--- src/rtl/dispense_controller_if.sv ---
// Handshake bundle between the button/sensor front end and the dispense controller.
// The master side drives button pulses and sensor levels; the slave side (the
// controller) drives valve and status outputs.
interface dispense_controller_if;
    logic       size_pressed;
    logic       start_pressed;
    logic       cancel_pressed;
    logic       cup_present;
    logic       tank_empty;
    logic       valve_open;
    logic [1:0] selected_size;
    logic [7:0] units_remaining;
    logic       done;
    logic       fault;

    modport master (
        output size_pressed, start_pressed, cancel_pressed, cup_present, tank_empty,
        input  valve_open, selected_size, units_remaining, done, fault
    );

    modport slave (
        input  size_pressed, start_pressed, cancel_pressed, cup_present, tank_empty,
        output valve_open, selected_size, units_remaining, done, fault
    );
endinterface

--- src/rtl/dispense_controller.sv ---
// Water dispenser main control FSM: selects cup size, runs the valve for a
// size-dependent number of timed volume units, and reports done/fault status.
module dispense_controller #(
    parameter int TICKS_PER_UNIT = 50000000,
    parameter int SMALL_UNITS    = 2,
    parameter int MEDIUM_UNITS   = 4,
    parameter int LARGE_UNITS    = 6,
    parameter int DONE_CYCLES    = 100000000
) (
    input  logic                  clock,
    input  logic                  reset,
    dispense_controller_if.slave  bus
);

    // Counter widths sized so the terminal value always fits; a width of at
    // least one bit keeps the degenerate parameter value 1 legal.
    localparam int TICK_W = (TICKS_PER_UNIT > 1) ? $clog2(TICKS_PER_UNIT) : 1;
    localparam int DONE_W = (DONE_CYCLES > 1) ? $clog2(DONE_CYCLES) : 1;

    localparam logic [TICK_W-1:0] TICK_LAST = TICK_W'(TICKS_PER_UNIT - 1);
    localparam logic [DONE_W-1:0] DONE_LAST = DONE_W'(DONE_CYCLES - 1);

    localparam logic [7:0] SMALL_LOAD  = 8'(SMALL_UNITS);
    localparam logic [7:0] MEDIUM_LOAD = 8'(MEDIUM_UNITS);
    localparam logic [7:0] LARGE_LOAD  = 8'(LARGE_UNITS);

    typedef enum logic [1:0] {
        IDLE       = 2'd0,
        DISPENSING = 2'd1,
        DONE       = 2'd2,
        FAULT      = 2'd3
    } state_t;

    state_t              state;
    logic [TICK_W-1:0]   tick_count;
    logic [DONE_W-1:0]   done_count;
    logic [7:0]          fill_units;

    // Volume to load for the currently selected cup size.
    always_comb begin
        fill_units = SMALL_LOAD;
        case (bus.selected_size)
            2'd1:    fill_units = MEDIUM_LOAD;
            2'd2:    fill_units = LARGE_LOAD;
            default: fill_units = SMALL_LOAD;
        endcase
    end

    // Main FSM; every output is a register updated alongside the state so the
    // valve/done/fault flags track the state exactly, and reset closes the
    // valve without waiting for a clock edge.
    always_ff @(posedge clock or posedge reset) begin
        if (reset) begin
            state               <= IDLE;
            tick_count          <= '0;
            done_count          <= '0;
            bus.valve_open      <= 1'b0;
            bus.selected_size   <= 2'd0;
            bus.units_remaining <= 8'd0;
            bus.done            <= 1'b0;
            bus.fault           <= 1'b0;
        end else begin
            case (state)
                IDLE: begin
                    if (bus.start_pressed && bus.tank_empty) begin
                        state     <= FAULT;
                        bus.fault <= 1'b1;
                    end else if (bus.start_pressed && bus.cup_present) begin
                        state               <= DISPENSING;
                        tick_count          <= '0;
                        bus.units_remaining <= fill_units;
                        bus.valve_open      <= 1'b1;
                    end else if (bus.size_pressed && !bus.start_pressed) begin
                        // A start pulse in the same cycle suppresses the size
                        // advance even when the start itself is ignored.
                        bus.selected_size <= (bus.selected_size == 2'd2) ? 2'd0
                                                                         : bus.selected_size + 2'd1;
                    end
                end

                DISPENSING: begin
                    if (bus.tank_empty) begin
                        state          <= FAULT;
                        bus.valve_open <= 1'b0;
                        bus.fault      <= 1'b1;
                    end else if (bus.cancel_pressed || !bus.cup_present) begin
                        // Aborted fill: leave the remaining count visible.
                        state          <= IDLE;
                        bus.valve_open <= 1'b0;
                    end else if (tick_count == TICK_LAST) begin
                        tick_count          <= '0;
                        bus.units_remaining <= bus.units_remaining - 8'd1;
                        if (bus.units_remaining == 8'd1) begin
                            state          <= DONE;
                            done_count     <= '0;
                            bus.valve_open <= 1'b0;
                            bus.done       <= 1'b1;
                        end
                    end else begin
                        tick_count <= tick_count + 1'b1;
                    end
                end

                DONE: begin
                    if (bus.cancel_pressed || done_count == DONE_LAST) begin
                        state      <= IDLE;
                        done_count <= '0;
                        bus.done   <= 1'b0;
                    end else begin
                        done_count <= done_count + 1'b1;
                    end
                end

                FAULT: begin
                    if (bus.cancel_pressed && !bus.tank_empty) begin
                        state     <= IDLE;
                        bus.fault <= 1'b0;
                    end
                end

                default: begin
                    state          <= IDLE;
                    bus.valve_open <= 1'b0;
                    bus.done       <= 1'b0;
                    bus.fault      <= 1'b0;
                end
            endcase
        end
    end

endmodule
--- src/flat_wrapper.sv ---
// flat-port wrapper written by rule: the top's interface ports become plain ports
module dispense_controller_flat 
#(
    parameter int TICKS_PER_UNIT = 50000000,
    parameter int SMALL_UNITS    = 2,
    parameter int MEDIUM_UNITS   = 4,
    parameter int LARGE_UNITS    = 6,
    parameter int DONE_CYCLES    = 100000000
)
  (clock, reset, bus_size_pressed, bus_start_pressed, bus_cancel_pressed, bus_cup_present, bus_tank_empty, bus_valve_open, bus_selected_size, bus_units_remaining, bus_done, bus_fault);
  dispense_controller_if bus_i ();
  input  logic clock;
  input  logic reset;
  input wire logic [$bits(bus_i.size_pressed)-1:0] bus_size_pressed;
  input wire logic [$bits(bus_i.start_pressed)-1:0] bus_start_pressed;
  input wire logic [$bits(bus_i.cancel_pressed)-1:0] bus_cancel_pressed;
  input wire logic [$bits(bus_i.cup_present)-1:0] bus_cup_present;
  input wire logic [$bits(bus_i.tank_empty)-1:0] bus_tank_empty;
  output wire logic [$bits(bus_i.valve_open)-1:0] bus_valve_open;
  output wire logic [$bits(bus_i.selected_size)-1:0] bus_selected_size;
  output wire logic [$bits(bus_i.units_remaining)-1:0] bus_units_remaining;
  output wire logic [$bits(bus_i.done)-1:0] bus_done;
  output wire logic [$bits(bus_i.fault)-1:0] bus_fault;
  assign bus_i.size_pressed = bus_size_pressed;
  assign bus_i.start_pressed = bus_start_pressed;
  assign bus_i.cancel_pressed = bus_cancel_pressed;
  assign bus_i.cup_present = bus_cup_present;
  assign bus_i.tank_empty = bus_tank_empty;
  assign bus_valve_open = bus_i.valve_open;
  assign bus_selected_size = bus_i.selected_size;
  assign bus_units_remaining = bus_i.units_remaining;
  assign bus_done = bus_i.done;
  assign bus_fault = bus_i.fault;
  dispense_controller #(.TICKS_PER_UNIT(TICKS_PER_UNIT), .SMALL_UNITS(SMALL_UNITS), .MEDIUM_UNITS(MEDIUM_UNITS), .LARGE_UNITS(LARGE_UNITS), .DONE_CYCLES(DONE_CYCLES)) u_core (.clock(clock), .reset(reset), .bus(bus_i));
endmodule
--- config.mk ---
export PLATFORM = sky130hd
export DESIGN_NAME = dispense_controller_flat
export DESIGN_NICKNAME = d
export VERILOG_FILES = /design/src/rtl/dispense_controller_if.sv /design/src/rtl/dispense_controller.sv /design/src/flat_wrapper.sv
export SDC_FILE = /design/constraint.sdc
export NUM_CORES = 1
export LEC_CHECK = 0
export ABC_AREA = 0
export ABC_CLOCK_PERIOD_IN_PS = 2300
export CELL_PAD_IN_SITES_DETAIL_PLACEMENT = 1
export CELL_PAD_IN_SITES_GLOBAL_PLACEMENT = 1
export CORE_AREA = 2 2 91 111
export DETAILED_ROUTE_END_ITERATION = 6
export DIE_AREA = 0 0 93 113
export GPL_TIMING_DRIVEN = 0
export PLACE_DENSITY_LB_ADDON = 0.1
export SLEW_MARGIN = 40
export SYNTH_ARGS = -nofsm -noshare
export SYNTH_HDL_FRONTEND = slang
export SYNTH_SLANG_ARGS = --single-unit
--- constraint.sdc ---
create_clock -name clock -period 2.3 [get_ports clock]
set_input_delay 0.46 -clock clock [delete_from_list [all_inputs] [get_ports clock]]
set_output_delay 0.46 -clock clock [all_outputs]
set_load 0.005 [all_outputs]
### Word-level counts from Yosys, hierarchy flattened

Cells that the tools add are included.

* output and inout bits: 13
* word-level logic and storage cells: 102
* input port bits: 7
* flip-flop bits (word level): 68

* reduce and logical (&&, ||, !) cells: 21
* bitwise gates (word level): 2
* add/subtract/negate cells: 4
* multiplexer cells: 46
* equal/unequal tests: 21

Operators by type and width (count)
* 27-bit two-way mux: 5
* 26-bit two-way mux: 5
* 27-bit one-hot mux with 2 select lines: 1
* 26-bit one-hot mux with 2 select lines: 1
* 8-bit two-way mux: 5
* 27-bit by 1-bit adder with 27-bit output (second input constant): 1
* 27-bit == test (second input constant): 1
* 26-bit by 1-bit adder with 26-bit output (second input constant): 1
* 26-bit == test (second input constant): 1
* 5-bit AND reduction: 4
* 2-bit two-way mux: 9
* 8-bit one-hot mux with 2 select lines: 1
* 1-bit two-way mux: 14
* 2-bit by 1-bit inequality test with 1-bit output (second input constant): 6
* 6-bit AND reduction: 2
* 8-bit by 1-bit == test with 1-bit output (second input constant): 1
* 2-bit inequality test (second input constant): 4
* 4-bit by 2-bit inequality test with 1-bit output (second input constant): 2
* 2-bit one-hot mux with 4 select lines: 1
* 4-bit AND reduction: 2
* 8-bit by 1-bit subtractor with 8-bit output (second input constant): 1
* 2-bit == test (second input constant): 3
* 3-bit one-hot mux with 2 select lines: 1
* 2-bit by 1-bit == test with 1-bit output (second input constant): 2
* 11 further kinds: 20

### Longest topological paths before layout

Gate-level depths: netlist of run 1.

* depth in word-level cells: 6
* gate-level depth with buffers: 8
* gate-level depth less buffers: 7

### Worst setup path before layout of run 1

OpenSTA, ideal clock, no wires.

* path type: input to register
* from: in bus_tank_empty
* to: reg u_core.tick_count[25]
* arrival: 2.376 ns
* cell stages on the path: 5
* data required time: 2.222 ns
* buffers on the path: 0
* setup slack: -0.154 ns
* setup time: 0.078 ns
* path through: or3b_4 -> or4_4 -> or4_4 -> or3_1 -> a21oi_1

* longest elaborated chain between the ends: 3
* elaborated cells between the ends (all ways): 4
* those cells by class: eq/ne (2); reduce/logical (2)

RTL lines
* start, declared: line flat_wrapper.sv:18 `input wire logic [$bits(bus_i.tank_empty)-1:0] bus_tank_empty;`
* 1-bit logical AND: line dispense_controller.sv:65 `if (bus.start_pressed && bus.tank_empty) begin`
* 2-bit inequality test (no source line)
* 5-bit AND reduction (no source line) (*)
* end signal, assigned: line dispense_controller.sv:100 `tick_count <= tick_count + 1'b1;`
* end, declared: line dispense_controller.sv:35 `logic [TICK_W-1:0] tick_count;`

Every way passes the cells marked *; elsewhere a longest branch is shown, timed or not.
A chain may end at the register's enable or synchronous reset.

### Worst setup path in the final report of run 1

* from: in bus_cup_present
* to: reg u_core.tick_count[24]

* longest elaborated chain between the ends: 4
* elaborated cells between the ends (all ways): 6
* those cells by class: eq/ne (2); reduce/logical (4)

RTL lines
* start, declared: line flat_wrapper.sv:17 `input wire logic [$bits(bus_i.cup_present)-1:0] bus_cup_present;`
* 1-bit zero test: line dispense_controller.sv:86 `end else if (bus.cancel_pressed || !bus.cup_present) begin`
* 1-bit logical OR: line dispense_controller.sv:86
* 2-bit inequality test (no source line)
* 5-bit AND reduction (no source line) (*)

Marks and branches as above.

==> results.toml, run 1 <==
[status]
outcome = "complete, but fails checks"
violations = "negative setup slack"

[drt]
drc_errors = 0
wl_per_cell_um = 19.6
firstDrtPassIters = 4
drtIter0Drc = 95
via_per_inst = 5.90
antenna_left = 0
wirelength_um = 12000
vias = 3612

[synthesis]
async_reset_ff_frac = 1.00
synth_edf_count = 0
syn_avg_cell_area_um2 = 8.96
synth_nets = 445
yosysSeqAreaShare = 0.441
yosys_warnings = 0
synth_cell_types = 49
ys.flop_type = "dfrtp_1"
synth_area_mm2 = 0.00386
ys_seq_elements = 68
syn_inst = 431

[finish]
final_area_mm2 = 0.00513
nets = 498
layout_common_cells = "64 x dfrtp_1, 36 x nor2_1, 34 x nand2_1"
final_common_cell = "dfrtp_1"
area_delta_synth_final_pct = 32.9
antenna_cells = 0
layout-drive-gt1-share = 0.225

[global_routing]
grt_pass1_vias = 4018
grt_use_met1 = 0.269
track_usage = 0.240
grtUsageMet3 = 0.0426
use_met2 = 0.447
grt_pass1_wl_um = 19900
grt.overflow.total = 0
antenna_found_initial = 0
grt-busiest-layer = "met2"
grt_max_degree = 48

[clock_network]
worstSkewPairLatency_ns = 0.34
cts_made_buffers = 9
cts_tree = "done"
clk_pin_slew_ns = 0.06
cts_root_buf = "clkbuf_16"
htree_levels = 3
cts_buffer_depth = 2
cts.sinks = 68

[setup_path]
arrival_ns = 2.60
startpoint_type = "input port"
cp_max_fo = 4
critical_path_class = "input port to flop"
worstPathRequired_ns = 2.57
crit_path_end_kind = "flop"

[timing]
period_minus_slack_ns = 2.34
slew_viol_final = 0
hold_viol = 0
relSlewSlack = 0.567
setup_slack_ns = -0.0368
max_freq_mhz = 428
whs_ns = 0.445
min_period_over_period = 1.02
rsz0062_at_grt = "yes"
skew_ns = 0.00534
setup_viol = 3
worst_slew_pin_slew_ns = 0.644
tns_ns = -0.0526

[power_and_ir_drop]
power.total_uw = 5000
power_density_mw_per_mm2 = 975
p_leak_uw = 0.00212
ir_drop_mv = 0.532

[place]
dpl_cell_area_mm2 = 0.00427
place_ws_ns = -0.915
gp_congestion = 0.805
port_buffers = 19
dp_hpwl_um = 7930

[worst_hold_path]
hold_path.class = "input port to asynchronous set/reset pin"

[floorplanning]
die_height_um = 113
rows = 39
die_w_um = 93
core_mm2 = 0.00937
io_pins = 20
initial_core_util = 0.412
fp.dieArea_mm2 = 0.0105

[run]
maxCapViolations = 0
## layout make-up
type,count,area (µm²)
plain buffers,14,109
clock buffers,10,239
clock inverters,6,135
fillers,1057,4240
inverters,16,65.1
multi-input cells,330,2310
flip-flops and latches,68,1710
well taps,123,154
repair buffers,45,407
## routing by layer
metal,routed length (µm),up-vias
met1,4970,1847
met4,242,0
li1,-,1712
met5,0,-
met2,6560,37
met3,218,16
## timing repair
action,4_1_cts,5_1_grt
pin swaps,13,10
gates cloned,1,0
endpoints found under the setup margin,65,62
gates resized for setup,55,35
setup buffers,14,10
hold buffers,0,0
## synth_stat cells, drive strengths merged (5+ instances only)
master  count  area share
o21ai      26       0.034
nor4       12       0.019
nor2       38       0.037
a211oi      9       0.018
nand2      34       0.033
o31ai      10       0.019
or3        15       0.024
ha          7       0.023
xnor2      12       0.027
nand2b      5      0.0081
a31oi       7       0.011
or4        11       0.023
and3        9       0.015
dfrtp      68        0.44
nor3       17       0.022
a21oi      17       0.022
clkbuf     16       0.016
xor2        7       0.016
nand4      16       0.026
inv        16       0.016
a21o        7       0.014
nand3      24       0.031
## path summary, 6_finish.rpt
path                                  startpoint  slack, ns                    end  depth (start not counted)
max in group asynchronous                  reset       1.33   u_core.done_count[8]                          3
hold reg to reg            u_core.bus.valve_open       0.50  u_core.bus.valve_open                          1
setup reg to reg                 u_core.state[1]      -0.03  u_core.tick_count[24]                          5
min in group clock         u_core.bus.valve_open       0.50  u_core.bus.valve_open                          1
setup / recovery                 bus_cup_present      -0.04  u_core.tick_count[24]                          6
hold / removal                             reset       0.45   u_core.tick_count[7]                          2
## sequential cells by signal, summed over array words and instances (netlist names)
signal and flops:
u_core.bus.done 1, u_core.bus.fault 1, u_core.bus.selected_size 2, u_core.bus.units_remaining 8, u_core.bus.valve_open 1, u_core.done_count 27, u_core.state 2, u_core.tick_count 26
## through the flow
stage	utilization	instances
after global placement	0.450	573
final	0.548	612
after floorplan	-	431
after CTS	0.528	604
after global routing	0.548	612
after detailed placement	0.455	574
## logic make-up (layout without fill, tap and decap cells)
logic type,after synthesis,after routing,synth area share
adders and majority gates,7,7,0.0227
and+or+nand+nor,197,197,0.271
muxes,6,6,0.0162
buffers and inverters,33,91,0.0324
AOI/OAI and AO/OA,101,101,0.173
xor gates and xnor gates,19,19,0.0431
DFF,68,68,0.441
## critical path: stages
cell           delay, ns
dlygate4sd2_1       0.26
or3b_4              0.40
or4_4               0.53
or4_4               0.46
or3_4               0.36
a21oi_2             0.14
## power breakdown
part | internal, µW | switching [µW]
Combinational | 710 | 890
Clock | 1200 | 554
Sequential | 1410 | 243
Total | 3310 | 1690
(Power assumes the default switching activity.)
==> inputs of run 2 (changes only) <==
Settings changed: SKIP_CTS_REPAIR_TIMING from default to 1.
==> results.toml, run 2 (synthesis results as in run 1) <==
[status]
outcome = "complete, but fails checks"
violations = "negative setup slack"

[place]
port_buffers = 19
dpl_cell_area_mm2 = 0.00427
dp_hpwl_um = 7930
dp.cells = 574
gp_congestion = 0.805

[setup_path]
cp_cell_sequence = "or3b_4 -> or4_4 -> or4_4 -> or3_1 -> a21oi_2"
critical_path_class = "flop to flop"
r2r-start = "u_core.state[1]"
worstPathRequired_ns = 2.57
crit_family = "simple AND/OR/NAND/NOR gates"
r2r_cells = 5
r2r_slack_ns = -0.15
startpoint = "u_core.state[1]"
crit_buf_inv = 0
crit_top_cell = "or4_4"
crit_path_end_kind = "flop"
max_stage_delay_ns = 0.59
startpoint_type = "flop"
cp_max_fo = 5
crit_path_top_delay_cell = "or4_4"
worst_r2r_endpoint = "u_core.tick_count[21]"
arrival_ns = 2.72

[run]
maxCapViolations = 0

[timing]
min_period_over_period = 1.07
period_minus_slack_ns = 2.45
slew_viol_final = 0
skew_ns = 0.00550
hold_viol = 0
max_freq_mhz = 408
setup_slack_ns = -0.152
tns_ns = -0.458
worst_slew_pin_slew_ns = 0.697
setup_viol = 7
rsz0062_at_grt = "yes"
relSlewSlack = 0.532

[finish]
final_cell_count_no_fill = 617
n_fill_cell = 1048
layout_common_cells = "64 x dfrtp_1, 36 x nor2_1, 34 x nand2_1"
antenna_cells = 0
nets = 503
area_delta_synth_final_pct = 33.5
largest_reg_flops = 27
final_common_cell = "dfrtp_1"
multiInputGateArea_mm2 = 0.00230
ff_latch_area_mm2 = 0.00171
top_regs = "u_core.done_count: 27 flops, u_core.tick_count: 26 flops, u_core.bus.units_remaining: 8 flops"
largest-register = "u_core.done_count"
layout-drive-gt1-share = 0.227
final_area_mm2 = 0.00515

[drt]
drc_errors = 0
firstDrtPassIters = 4
via_per_inst = 5.97
wirelength_um = 12100
vias = 3685
drtIter0Drc = 105
wl_per_cell_um = 19.7
antenna_left = 0

[power_and_ir_drop]
switching_share = 0.338
p_seq_frac = 0.332
p_switching_uw = 1680
ir_drop_mv = 0.517
p_leak_uw = 0.00216
power.internal_uw = 3290
comb_power_share = 0.317
pwr-share-clk = 0.352
power_density_mw_per_mm2 = 965

[global_routing]
antenna_found_initial = 0
grt.overflow.total = 0
grt_max_degree = 48
grt_pass1_vias = 3792
grt_pass1_wl_um = 18600
track_usage = 0.224

[clock_network]
cts_tree = "done"
worstSkewPairLatency_ns = 0.34
cts_buffer_depth = 2
htree_levels = 3
clk_pin_slew_ns = 0.06
cts_root_buf = "clkbuf_16"
cts_made_buffers = 9
cts.sinks = 68

[floorplanning]
initial_core_util = 0.412
io_pins = 20
die_height_um = 113
die_w_um = 93
fp.dieArea_mm2 = 0.0105
rows = 39
core_mm2 = 0.00937

[worst_hold_path]
hold_path.class = "input port to asynchronous set/reset pin"
[run 2: cell types whose count changed in the layout (fill, tap and decap cells not counted), sizes merged]
cell / previous run / this run
clkdlybuf4s15: 1 / 0
dlygate4sd2: 2 / 0
buf: 30 / 39
clkbuf: 20 / 16
dlymetal6s2s: 1 / 4
[run 2: how the worst max path moves through the flow]
stage,to,cells after the start
3_3_place_gp,u_core.bus.selected_size[0],2
3_5_place_dp,u_core.tick_count[17],7
5_1_grt,u_core.tick_count[21],5
6_report,u_core.tick_count[21],5
2_1_floorplan,u_core.tick_count[25],5
4_1_cts,u_core.tick_count[16],6
[run 2: layout make-up]
type / count / share of cell area
well taps: 123 / 0.0299
flip-flops and latches: 68 / 0.331
inverters: 16 / 0.0126
multi-input cells: 330 / 0.446
repair buffers: 49 / 0.0889
clock buffers: 10 / 0.0464
clock inverters: 6 / 0.0262
plain buffers: 15 / 0.0189
[run 2: layer usage]
metal / share of wire / GRT usage / wire (µm) / vias to the layer above
li1: - / - / - / 1718
met1: 0.41 / 0.258 / 4990 / 1901
met2: 0.55 / 0.415 / 6690 / 48
met3: 0.019 / 0.0360 / 236 / 18
met4: 0.019 / 0.0814 / 233 / 0
met5: 0 / 0 / 0 / -
[run 2: power groups by stage]
stage          registers, µW  logic, µW  clock network [µW]
3_3_place_gp            1640       1330                   0
2_1_floorplan           1600        839                   0
6_report                1650       1570                1750
3_5_place_dp            1660       1390                   0
4_1_cts                 1640       1400                1780
5_1_grt                 1680       1740                1820
[run 2: per-stage QoR]
step	total power [µW]	hold WS, ns	setup WS (ns)	utilization
3_3_place_gp	2970	0.480	-1.20	0.450
5_1_grt	5240	0.470	-0.216	0.550
4_1_cts	4820	0.450	-0.696	0.495
6_report	4970	0.442	-0.152	0.550
3_5_place_dp	3050	0.483	-0.915	0.455
2_1_floorplan	2440	0.464	0.0300	-
[run 2: worst reg2reg max path, stage by stage (launching register included)]
cell and delay, ns:
dfrtp_1 0.38, or3b_4 0.40, or4_4 0.59, or4_4 0.54
or3_1 0.35, a21oi_2 0.13
